$ cat config.mk
export PLATFORM = sky130hd
export DESIGN_NAME = frame_stream_reader
export DESIGN_NICKNAME = d
export VERILOG_FILES = /design/src/rtl/frame_stream_reader.sv
export SDC_FILE = /design/constraint.sdc
export NUM_CORES = 1
export LEC_CHECK = 0
export BUFFER_PORTS_ARGS = -buffer_cell sky130_fd_sc_hd__clkbuf_2
export CAP_MARGIN = 20
export CORE_MARGIN = 2
export CORE_UTILIZATION = 50
export CTS_BUF_LIST = sky130_fd_sc_hd__clkbuf_8
export DETAILED_ROUTE_END_ITERATION = 7
export PLACE_DENSITY = 0.68
export SLEW_MARGIN = 20
export SYNTH_ARGS = -nofsm -noshare
export SYNTH_HDL_FRONTEND = slang
export SYNTH_SLANG_ARGS = --single-unit
$ cat constraint.sdc
create_clock -name clk -period 4.1 [get_ports clk]
set_input_delay 0.205 -clock clk [delete_from_list [all_inputs] [get_ports clk]]
set_output_delay 0.205 -clock clk [all_outputs]
set_load 0.05 [all_outputs]
$ cat src/rtl/frame_stream_reader.sv
// Raster reader: frame RAM -> pixel stream with sof/eol/eof tags, then FLUSH_LEN zero pixels.
// Latency: start to first pixel is 3 cycles; one pixel per cycle while stall is low.
// Backpressure: stall gates dout_valid combinationally; a 2-entry skid FIFO absorbs in-flight RAM reads.
module frame_stream_reader #(
    parameter int WIDTH     = 400,
    parameter int HEIGHT    = 300,
    parameter int ADDR_W    = 17,
    parameter int FLUSH_LEN = 802
) (
    input  logic              clk,
    input  logic              rst,
    input  logic              start,
    input  logic              stall,
    output logic              mem_rd,
    output logic [ADDR_W-1:0] mem_addr,
    input  logic [7:0]        mem_rdata,
    output logic [7:0]        dout,
    output logic              dout_valid,
    output logic              sof,
    output logic              eol,
    output logic              eof,
    output logic              flush,
    output logic              busy,
    output logic              done
);
    localparam int NPIX  = WIDTH * HEIGHT;
    localparam int COL_W = (WIDTH > 1) ? $clog2(WIDTH) : 1;
    localparam int ROW_W = (HEIGHT > 1) ? $clog2(HEIGHT) : 1;
    localparam int FL_W  = (FLUSH_LEN > 1) ? $clog2(FLUSH_LEN) : 1;

    localparam logic [ADDR_W-1:0] LAST_ADDR = ADDR_W'(NPIX - 1);
    localparam logic [COL_W-1:0]  LAST_COL  = COL_W'(WIDTH - 1);
    localparam logic [ROW_W-1:0]  LAST_ROW  = ROW_W'(HEIGHT - 1);
    localparam logic [FL_W-1:0]   LAST_FL   = FL_W'((FLUSH_LEN > 0) ? FLUSH_LEN - 1 : 0);

    typedef enum logic [1:0] {
        S_IDLE,
        S_READ,
        S_FLUSH,
        S_DONE
    } state_t;

    state_t            state;
    state_t            state_nxt;
    logic [ADDR_W-1:0] rd_addr;
    logic              rd_all;
    logic              in_flight;
    logic [COL_W-1:0]  col;
    logic [ROW_W-1:0]  row;
    logic [FL_W-1:0]   fl_cnt;

    logic [7:0]        fifo_mem [2];
    logic              fifo_wp;
    logic              fifo_rp;
    logic [1:0]        fifo_count;
    logic [7:0]        fifo_head;

    logic              fifo_nonempty;
    logic              pix_xfer;
    logic              fl_xfer;
    logic              last_pix;
    logic              rd_go;
    logic [2:0]        level;

    assign fifo_nonempty = (fifo_count != 2'd0);
    assign fifo_head     = fifo_mem[fifo_rp];
    assign pix_xfer      = (state == S_READ) && fifo_nonempty && !stall;
    assign fl_xfer       = (state == S_FLUSH) && !stall;
    assign last_pix      = (row == LAST_ROW) && (col == LAST_COL);

    // Counting this cycle's pop lets a read issue alongside a transfer, keeping 1 pixel/cycle.
    assign level = {1'b0, fifo_count} + {2'b00, in_flight} - {2'b00, pix_xfer};
    assign rd_go = (state == S_READ) && !rd_all && (level < 3'd2);

    assign mem_rd     = rd_go;
    assign mem_addr   = rd_addr;
    assign dout       = ((state == S_READ) && fifo_nonempty) ? fifo_head : 8'd0;
    assign dout_valid = pix_xfer | fl_xfer;
    assign sof        = pix_xfer && (row == '0) && (col == '0);
    assign eol        = pix_xfer && (col == LAST_COL);
    assign eof        = pix_xfer && last_pix;
    assign flush      = fl_xfer;
    assign busy       = (state != S_IDLE);
    assign done       = (state == S_DONE);

    always_comb begin
        state_nxt = state;
        unique case (state)
            S_IDLE:  if (start) state_nxt = S_READ;
            S_READ:  if (pix_xfer && last_pix) state_nxt = (FLUSH_LEN == 0) ? S_DONE : S_FLUSH;
            S_FLUSH: if (fl_xfer && (fl_cnt == LAST_FL)) state_nxt = S_DONE;
            S_DONE:  state_nxt = S_IDLE;
            default: state_nxt = S_IDLE;
        endcase
    end

    always_ff @(posedge clk) begin
        if (rst) begin
            state     <= S_IDLE;
            rd_addr   <= '0;
            rd_all    <= 1'b0;
            in_flight <= 1'b0;
            col       <= '0;
            row       <= '0;
            fl_cnt    <= '0;
        end else begin
            state     <= state_nxt;
            in_flight <= rd_go;
            if (state == S_IDLE) begin
                rd_addr <= '0;
                rd_all  <= 1'b0;
                col     <= '0;
                row     <= '0;
                fl_cnt  <= '0;
            end
            // Address holds at the last pixel so it never wraps past the frame.
            if (rd_go) begin
                if (rd_addr == LAST_ADDR) rd_all <= 1'b1;
                else                      rd_addr <= rd_addr + 1'b1;
            end
            if (pix_xfer) begin
                if (col == LAST_COL) begin
                    col <= '0;
                    row <= (row == LAST_ROW) ? '0 : row + 1'b1;
                end else begin
                    col <= col + 1'b1;
                end
            end
            if (fl_xfer) fl_cnt <= fl_cnt + 1'b1;
        end
    end

    // Skid FIFO control; reset drops any read still in flight.
    always_ff @(posedge clk) begin
        if (rst) begin
            fifo_wp    <= 1'b0;
            fifo_rp    <= 1'b0;
            fifo_count <= 2'd0;
        end else begin
            if (in_flight) fifo_wp <= ~fifo_wp;
            if (pix_xfer)  fifo_rp <= ~fifo_rp;
            fifo_count <= fifo_count + {1'b0, in_flight} - {1'b0, pix_xfer};
        end
    end

    always_ff @(posedge clk) begin
        if (in_flight && !rst) fifo_mem[fifo_wp] <= mem_rdata;
    end
endmodule

* Word-level counts from Yosys, hierarchy flattened *
Memory sizes are Yosys's and may differ from the RTL's. A register that Yosys moved wholly into a read port is not among the register bits.
Index checks and enable logic that the tools add are counted.

word-level totals
  word-level logic and storage cells = 80
  memories = 1
  input port bits = 12
  register bits after elaboration = 53
  memory bits (writable) = 16

cells by class
  bitwise gates (word level) = 3
  magnitude comparators = 1
  muxes and demuxes = 24
  reduce and logical (&&, ||, !) cells = 23
  add/subtract/negate cells = 8
  eq/ne operators = 10

memories
  memory    depth  bits a word  read ports  clocked after Yosys merged registers in  wr ports  RTL line  RTL
  fifo_mem  2      8            1           1                                        1         52        logic [7:0] fifo_mem [2];

operator list
  cell                   count
  $mux 9                 7
  $mux 17                3
  $mux 10                2
  $add 9x1->9 const B    2
  $eq 9x9->1 const B     2
  $logic_not 9->1        2
  $add 17x1->17 const B  1
  $eq 17x17->1 const B   1
  $logic_and 1x1->1      12
  $add 10x1->10 const B  1
  $eq 10x10->1 const B   1
  $mux 8                 1
  $pmux 2 s4             1
  $reduce_bool 2->1      4
  $mux 1                 7
  $mux 2                 3
  $eq 2x2->1 const B     2
  $ne 2x2->1 const B     2
  $add 2x1->3            1
  $logic_not 1->1        3
  $lt 3x2->1 const B     1
  $reduce_and 3->1       1
  $sub 3x1->3            1
  $add 2x1->2            1
  other kinds (6)        7

* Longest topological paths before layout *
  word-level depth = 7
  gate-level depth with buffers = 15

* Worst setup path after synthesis *
Ideal clock, no wire load.

  kind = reg2reg
  start point = register state[1]
  end point = register rd_addr[10], in the netlist mem_addr[10]
  arrival time = 3.876 ns
  path buffers = 0
  required time = 3.980 ns
  library setup time = 0.120 ns
  setup slack = 0.104 ns
  stages on the path, launching flop included = 15
  cells stage by stage = dfxtp_1 > inv_1 > ha_1 > o21a_1 > nand2_1 > clkinv_1 > ha_1 > inv_1 > ha_1 > fa_1 > xnor2_1 > nor3_2 > a21boi_1 > nor3_1 > a211o_1

between the ends
  word-level cells in the longest chain between the ends = 7
  elaborated cells on any way between the ends = 11

RTL lines
  item                            RTL line  RTL
  start, declared                 43        state_t state;
  start signal, assigned          107       state <= state_nxt;
  $eq 2x1->1                      67        assign pix_xfer = (state == S_READ) && fifo_nonempty && !stall;
  $logic_and 1x1->1 (2 in a row)  67
  named net pix_xfer              59        logic pix_xfer;
  $sub 3x1->3                     72        assign level = {1'b0, fifo_count} + {2'b00, in_flight} - {2'b00, pix_xfer};
  $lt 3x2->1                      73        assign rd_go = (state == S_READ) && !rd_all && (level < 3'd2);
  $logic_and 1x1->1               73
  named net mem_rd                14        output logic mem_rd,
  $mux 17                         117       if (rd_go) begin
  end signal, assigned            119       else rd_addr <= rd_addr + 1'b1;
  end, declared                   45        logic [ADDR_W-1:0] rd_addr;

The timed path passes the listed nets, and every way through them passes these cells.
A chain may end at the register's enable or synchronous reset.

* Final worst setup path *
  start point = register state[1]
  end point = register rd_addr[15], in the netlist mem_addr[15]

between the ends
  word-level cells in the longest chain between the ends = 7
  elaborated cells on any way between the ends = 11

RTL lines
  item                            RTL line
  $eq 2x1->1                      67
  $logic_and 1x1->1 (2 in a row)  67
  named net pix_xfer              59
  $sub 3x1->3                     72
  $lt 3x2->1                      73
  $logic_and 1x1->1               73
  $mux 17                         117

The timed path passes the listed nets, and every way through them passes these cells.

==> metrics.csv <==
stage;metric;value;unit
power;LEAKAGE;1.57;nW
global_route;GRT Overall Usage;21.5;%
global_route;GR peak layer;met2;
cells_and_area;most frequent cells in the layout;54 x dfxtp_1, 44 x clkbuf_2, 36 x nor2_1;
route;Post-route DRC;0;
outcome;status;complete, no violations;
global_route;met1 Track Usage GR;28.5;%
place;final RePlAce weighted congestion;0.796;
place;Placement Setup Slack;269;ps
timing;final setup violating endpoints;0;
route;DR pass1 iterations;4;
timing;Final Cycle Share;93.7;%
cells_and_area;layout cells sized above 1;17.6;%
worst_setup_path;Critical Path Sink;mem_addr[15];
route;Vias;3043;
worst_setup_path;CP Capture Type;flip-flop;
yosys;Mapped Area;0.00355;mm^2
global_route;global route overflow;0;
worst_setup_path;R2R setup slack;260;ps
place;Port Buf Inserts;44;
worst_setup_path;CP Class;reg -> reg;
clocking;postcts setup bufs;0;
worst_setup_path;reg2reg start;state[1];
route;drt total wl;7.85;mm
yosys;Synth Flop Type;dfxtp_1;
yosys;Mapped Nets;417;
route;DR iter-0 viols;156;
cells_and_area;# diodes;0;
die;CORE AREA;0.00683;mm^2
timing;min cycle time layout;3840;ps
global_route;GR Util met3;4.48;%
clocking;H-tree levels;3;
place;Post-DP HPWL;5.40;mm
clocking;Worst-path clk slew;70;ps
power;PwrDens;497;mW/mm^2
worst_setup_path;Arr. time, crit path;4120;ps
yosys;Yosys reg bits;70;
die;die area;0.00779;mm^2
clocking;CTS tree;yes;
route;antenna-violating nets left;0;
clocking;clock latency on the worst-skew pair;350;ps
worst_setup_path;reg-to-reg endpoint;mem_addr[15];
die;io pins;45;
timing;hold slack;46.3;ps
job;Max-cap violations;0;
yosys;post-synth cell types;66;
global_route;first-pass GRT wire length;13.0;mm
timing;Worst Setup Slack, final;259;ps
die;Die W;88.3;um
clocking;Root Buffer;clkbuf_8;
yosys;post-synthesis sequential area ratio;44.0;%
yosys;Post-synth EDFFs;16;
clocking;CTS sink cnt;70;
clocking;CTS buffer count;9;
timing;final hold viol count;0;
clocking;cts hold-fix bufs;0;
global_route;met2 usage;34.5;%
cells_and_area;commonest non-fill, non-tap cell in the layout;dfxtp_1;
place;placed insts;522;
global_route;largest net degree at the start of global routing;37;
yosys;Syn. warnings;0;
route;Via density;5.66;
yosys;Avg Synthesized Cell Area;9.08;um^2
route;WL per Instance;14.6;um
worst_setup_path;Critical Path Source;state[1];
worst_setup_path;WP data required;4380;ps
yosys;Post-synth ARST share;0;%
cells_and_area;Nets;463;
worst_setup_path;Max FO, Critical Path;12;
cells_and_area;non-filler instance count after layout;538;
timing;max-slew violation count;0;
timing;Setup Skew;7.94;ps
worst_setup_path;Startpoint Class;flip-flop;
yosys;Syn Inst Count;391;
timing;Rel. slew slack;45.1;%
hold_path;Hold Crit Class;in -> reg;
worst_setup_path;reg2reg path depth;14;
timing;achievable frequency;0.260;GHz
die;row count;30;
die;Starting Density;52.0;%
timing;Worst Max-Slew Pin Slew;818;ps
global_route;initial antenna violation count;0;
global_route;vias in the first global route;2811;
die;Die Height;88.3;um
cells_and_area;Area Overhead vs Synth;16.4;%
power;VDD IR max;0.278;mV
clocking;Clock Tree Buf Depth;2;
==> cell type report <==
class	count	area (um^2)
clock buffers	9	124
clock inverters	7	136
fillers	644	2700
inverters	22	82.6
multi-input cells	285	1850
flip-flops and latches	70	1560
well taps	96	120
repair buffers	49	258
==> power by group <==
group          total (mW)  internal, mW  switching, mW
logic               0.551         0.149          0.402
clock network       0.727         0.462          0.265
registers           0.776         0.742         0.0334
total                2.05          1.35          0.700
==> cells by family after synthesis <==
family / after synthesis / share of synthesized area [%]
AND/OR/NAND/NOR: 174 / 26.4
multiplexers: 12 / 3.49
buffers and inverters: 36 / 4.16
flip-flops: 70 / 44.0
AO/OA/AOI/OAI: 77 / 14.8
XOR/XNOR: 8 / 1.97
adder cells (fa/ha/maj): 14 / 5.15
==> through the flow <==
step                      TNS [ps]  power, mW  instance area [um^2]  util (%)
final                            0       2.05                  4130      60.5
after global routing         -22.1       2.15                  4130      60.5
after CTS                        0       2.06                  4120      60.3
after detailed placement         0       1.33                  3860      56.5
after global placement           0       1.32                  3860      56.5
after floorplan                  0       1.18                  3550         -
==> state kept, by name (all words and copies together), names as in the netlist, named ones only <==
name	count
mem_addr	17
col	9
rd_all	1
fifo_rp	1
row	9
fifo_wp	1
fl_cnt	10
in_flight	1
fifo_count	2
state	2
fifo_mem	16
==> critical path, cell delays in order (launching register included) <==
cell and delay, ps:
dfxtp_1 380, inv_1 80, ha_1 220, o21a_1 130
nand2_1 160, clkinv_1 280, ha_1 380, inv_1 40
ha_1 190, fa_1 380, xnor2_1 180, nor3_2 360
o21ai_1 390, or3_1 450, a31oi_1 150
==> what timing repair did <==
item | in CTS | in global routing
gates resized for setup | 0 | 2
setup endpoints to repair | 0 | 5
hold endpoints to repair | 0 | 0
==> metal layers <==
layer | share of wire [%] | vias to the layer above
met5 | 0 | -
met4 | 1.4 | 0
met3 | 3.0 | 9
met2 | 48 | 55
met1 | 48 | 1449
li1 | - | 1530
==> synth_stat cells, drive strengths merged (3+ instances only) <==
cell	instances	area (um^2)
a211o	4	35.0
a211oi	5	37.5
a21boi	3	22.5
a21oi	24	120
a311oi	6	52.6
a31oi	4	25.0
and3	13	81.3
buf	3	23.8
clkbuf	11	41.3
dfxtp	54	1080
edfxtp	16	480
ha	13	163
inv	21	78.8
mux2	3	33.8
mux2i	9	90.1
nand2	31	116
nand2b	4	25.0
nand3	26	130
nand4	12	75.1
nor2	36	135
nor2b	4	25.0
nor3	14	75.1
nor3b	3	22.5
nor4	4	46.3
o211ai	3	22.5
o21ai	10	53.8
o2bb2ai	3	26.3
or3	8	50.1
or4	4	30.0
xnor2	4	35.0
xor2	4	35.0
==> how the worst min path moves through the flow <==
| stage | from | to | cells after the start |
|---|---|---|---|
| after global placement | mem_rdata[6] | fifo_mem[1][6] | 1 |
| after detailed placement | mem_rdata[6] | fifo_mem[0][6] | 1 |
| after floorplan | mem_rdata[0] | fifo_mem[0][0] | 0 |
| after CTS | mem_rdata[6] | fifo_mem[1][6] | 1 |
| after global routing | mem_rdata[1] | fifo_mem[1][1] | 1 |
| final | mem_rdata[2] | fifo_mem[1][2] | 1 |
Note: power is estimated with default switching activity, not from simulation.
